[config.mk]
export PLATFORM = sky130hd
export DESIGN_NAME = interval_sampler
export DESIGN_NICKNAME = d
export VERILOG_FILES = /design/src/rtl/interval_sampler.sv
export SDC_FILE = /design/constraint.sdc
export NUM_CORES = 1
export LEC_CHECK = 0
export CAP_MARGIN = 40
export CORE_MARGIN = 5
export CORE_UTILIZATION = 43
export CTS_CLUSTER_SIZE = 14
export DETAILED_ROUTE_END_ITERATION = 12
export GPL_ROUTABILITY_DRIVEN = 0
export PLACE_DENSITY = 0.8
export RECOVER_POWER = 100
export REMOVE_ABC_BUFFERS = 1
export SETUP_SLACK_MARGIN = 0.1
export SYNTH_ARGS = -nofsm -noshare
export SYNTH_HDL_FRONTEND = slang
export SYNTH_SLANG_ARGS = --single-unit
[constraint.sdc]
create_clock -name clk -period 4.2 [get_ports clk]
set_clock_uncertainty 0.1 [all_clocks]
set_input_delay 0.84 -clock clk [delete_from_list [all_inputs] [get_ports clk]]
set_output_delay 0.84 -clock clk [all_outputs]
set_load 0.01 [all_outputs]
[src/rtl/interval_sampler.sv]
// interval_sampler: staged x/y/z sampler; define INTERVAL_SAMPLER_TRACE_EN to print each stage update.
module interval_sampler #(
  parameter int WIDTH    = 32,
  parameter int INTERVAL = 10
) (
  input  logic             clk,
  input  logic             reset,
  input  logic             start,
  input  logic             in_valid,
  input  logic [WIDTH-1:0] in_data,
  output logic             in_ready,
  output logic             busy,
  output logic [WIDTH-1:0] x,
  output logic [WIDTH-1:0] y,
  output logic [WIDTH-1:0] z,
  output logic             done
);
  localparam int CW = (INTERVAL > 1) ? $clog2(INTERVAL) : 1;
  localparam logic [CW-1:0] RELOAD = CW'(INTERVAL - 1);
  typedef enum logic [2:0] {IDLE, WAIT_X, WAIT_Y, WAIT_Z, DONE} state_t;
  state_t r_state, w_next;
  logic [CW-1:0] r_cnt;
  logic [WIDTH-1:0] r_x, r_y, r_z;
  logic w_zero, w_go, w_acc, w_ydo, w_zdo, w_wait;
  assign w_zero   = r_cnt == '0;
  assign w_go     = r_state == IDLE && start;
  assign in_ready = r_state == WAIT_X && w_zero;
  assign w_acc    = in_ready && in_valid;
  assign w_ydo    = r_state == WAIT_Y && w_zero;
  assign w_zdo    = r_state == WAIT_Z && w_zero;
  assign w_wait   = r_state == WAIT_X || r_state == WAIT_Y || r_state == WAIT_Z;
  assign busy     = r_state != IDLE;
  assign done     = r_state == DONE;
  assign x = r_x;
  assign y = r_y;
  assign z = r_z;
  always_comb begin
    w_next = r_state;
    case (r_state)
      IDLE:    w_next = start ? WAIT_X : IDLE;
      WAIT_X:  w_next = w_acc ? WAIT_Y : WAIT_X;
      WAIT_Y:  w_next = w_zero ? WAIT_Z : WAIT_Y;
      WAIT_Z:  w_next = w_zero ? DONE : WAIT_Z;
      default: w_next = IDLE;
    endcase
  end
  always_ff @(posedge clk or posedge reset) begin
    if (reset) begin
      r_state <= IDLE;
      r_cnt   <= '0;
      r_x     <= '0;
      r_y     <= '0;
      r_z     <= '0;
    end else begin
      r_state <= w_next;
      if (w_go) begin
        r_cnt <= RELOAD;
        r_x   <= '0;
        r_y   <= '0;
        r_z   <= '0;
      end else if (w_acc) begin
        r_x   <= in_data;
        r_cnt <= RELOAD;
      end else if (w_ydo) begin
        r_y   <= r_x + WIDTH'(1);
        r_cnt <= RELOAD;
      end else if (w_zdo) begin
        r_z <= r_y + WIDTH'(1);
      end else if (w_wait && !w_zero) begin
        r_cnt <= r_cnt - CW'(1);
      end
    end
  end
`ifdef INTERVAL_SAMPLER_TRACE_EN
  // $strobe reports the values after this edge's non-blocking updates land
  always @(posedge clk) begin
    if (!reset && (w_acc || w_ydo || w_zdo))
      $strobe("%2d: x=%1d y=%1d z=%1d", $time, r_x, r_y, r_z);
    if (!reset && done)
      $display("done");
  end
`else
`endif
endmodule

==> impl_metrics.ini <==
[outcome]
status = complete, but fails checks
violations = max-capacitance violations, max-slew violations

[timing]
max_slew_margin = -0.415
rsz0062_at_grt = false
final.setup.tns_ns = 0
setup_violations = 0
hold_viol_final = 0
finalCritPeriodShare = 0.830
slew_violations = 59
min_period_ns = 3.49
clock.fmax_mhz = 287
worst_slew_pin_slew_ns = 2.12

[yosys]
netlist_area_um2 = 4960
ys.flop_type = dfrtp_1
syn_inst = 497
synth_cell_type_count = 39
seq_area_frac_synth = 0.520
syn_area_per_cell_um2 = 9.98
synth_edf_count = 0
yosys_warnings = 0
ys_async_sr_fraction = 1.00
synth-seq-cells = 103

[detailed_routing]
drcViolationCount = 0
drtIter0Drc = 274
ant_nets = 0
detail_route.wl_per_cell_um = 17.1
drt_first_pass_iters = 5
vias = 4265
viasPerCell = 5.50
routed_wirelength_mm = 13.3

[pwr]
p_leak_uw = 0.00304
p_per_area_nw_per_um2 = 564
peakVddDrop_mv = 0.306

[clock_network]
cts_tree = built
root_buffer = clkbuf_16
tritoncts.num_buffers = 9
postCtsResizedCells = 0
postCtsHoldBufs = 0
cts_buffer_depth = 2
cts.sinks = 103
clk_pin_slew_worst_paths_ns = 0.06
htreeDepth = 3
clock_latency_ns = 0.35
cts_setup_buffers = 0

[place]
placed_cells = 760
port_buffers = 134
detailed_place_hpwl_mm = 9.92

[die]
dieArea_um2 = 13800
io_pins = 135
dieWidth_um = 117
start_util = 0.436
dieHeight_um = 117
fp.coreArea_um2 = 11400
rows = 39

[layout]
final_cells = 776
n_antenna_cell = 0
drive_gt1_frac = 0.0427
nets = 668
area_growth_pct = 35.3
fill_cells = 986

[worst_hold_path]
hp-start = z[14]
min_path_type = reg2reg
whs_endpoint = z[14]
whs_path_depth = 2

[worst_setup_path]
crit_path_start_kind = flop
crit_arrival_ns = 2.55
cp.required_ns = 3.26
worst_r2r_endpoint = r_cnt[3]
cp-end-kind = primary output
r2r_start = r_cnt[0]
r2r_slack_ns = 0.82
rr_worst_depth = 9
crit_type = reg2out
crit_fanout = 5

[job]
maxCapViolCount = 1

[global_route]
antenna_found_initial = 0
grt_overflow = 0
grt_max_degree = 59
grt_pass1_wl_mm = 22.2
grt_pass1_vias = 4312
grt.total_usage = 0.195
## layer usage
metal | share of wire | wire [µm] | global-route usage | vias up
li1 | - | - | - | 2033
met1 | 0.45 | 5980 | 0.263 | 2040
met2 | 0.47 | 6280 | 0.302 | 159
met3 | 0.047 | 626 | 0.0366 | 33
met4 | 0.030 | 397 | 0.0921 | 0
met5 | 0 | 0 | 0 | -
## how the worst max path moves through the flow
stage / startpoint / endpoint / slack (ns)
after CTS: r_cnt[0] / in_ready / 1.09
after detailed placement: in_valid / r_cnt[2] / 1.46
final: r_cnt[0] / in_ready / 0.71
after floorplan: reset / r_cnt[0] / 0.56
after global routing: r_cnt[0] / z[17] / 0.53
after global placement: in_valid / r_cnt[3] / 1.52
## flip-flops by register name, summed over array words and instances, names as in the netlist
name	count
z	32
r_state	3
x	32
y	32
r_cnt	4
## stage by stage
stage | setup slack (ns) | power, µW | hold slack (ns) | instance area [µm²] | utilization
5_1_grt | 0.530 | 4010 | 0.408 | 6710 | 0.590
4_1_cts | 1.09 | 3940 | 0.387 | 6730 | 0.592
3_5_place_dp | 1.46 | 3180 | 0.372 | 6480 | 0.570
2_1_floorplan | 0.556 | 2300 | 0.373 | 4870 | -
3_3_place_gp | 1.52 | 3120 | 0.365 | 6450 | 0.568
6_report | 0.714 | 3790 | 0.375 | 6710 | 0.590
## layout make-up
type / count / area [µm²] / share of cell area
Multi-Input combinational cell: 363 / 2260 / 0.337
Clock buffer: 15 / 248 / 0.0369
Inverter: 8 / 30.0 / 0.00448
Sequential cell: 103 / 2580 / 0.384
Clock inverter: 1 / 5.00 / 0.000746
Timing Repair Buffer: 143 / 1410 / 0.210
Tap cell: 143 / 179 / 0.0267
## report_power, final
part	total [µW]	switching, µW	internal [µW]	leakage (µW)
Clock	741	339	402	0.000122
Combinational	1320	622	699	0.00151
Sequential	1730	434	1290	0.00141
## worst max-delay path: stages (launching register included)
cell and delay, ns:
dfrtp_1 0.41, inv_1 0.09, ha_1 0.16, nor4b_1 0.68, and3b_1 0.26, dlygate4sd3_1 0.61
## cells in the final DEF (no fill, tap or decap), types with 3 or more instances in the layout
cell | netlist | routed
nor4_1 | 7 | 7
nor2_1 | 15 | 13
clkbuf_16 | 0 | 9
nand4_1 | 19 | 19
nor4_2 | 3 | 3
o21ai_0 | 56 | 58
ha_1 | 4 | 4
buf_4 | 0 | 3
xor2_1 | 37 | 37
a22o_1 | 38 | 38
clkdlybuf4s50_1 | 0 | 34
nand3b_1 | 3 | 3
and3_1 | 9 | 9
dlygate4sd3_1 | 0 | 100
nand3_1 | 25 | 25
inv_1 | 8 | 8
nand2_1 | 84 | 84
dfrtp_1 | 103 | 103
nor3_1 | 13 | 13
clkbuf_1 | 22 | 9
xnor2_1 | 22 | 22
## logic make-up after synthesis
| logic type | share of synthesized area |
|---|---|
| simple gates | 0.202 |
| compound gates | 0.136 |
| mux | 0.00404 |
| fa+ha+maj | 0.0101 |
| buf+inv | 0.0237 |
| flops | 0.520 |
| xor+xnor | 0.104 |
## synth_stat cells, types with 4 or more instances
library cell / instances / area (µm²)
inv_1: 8 / 30.0
xnor2_1: 22 / 193
dfrtp_1: 103 / 2580
nand4_1: 19 / 119
nand3_1: 25 / 125
ha_1: 4 / 50.1
and3_1: 9 / 56.3
o21ai_0: 56 / 280
nor2_1: 15 / 56.3
xor2_1: 37 / 324
nand2_1: 84 / 315
clkbuf_1: 22 / 82.6
a22o_1: 38 / 333
nor3_1: 13 / 65.1
nor4_1: 7 / 43.8
No activity file was read; power rests on OpenSTA's default activity.
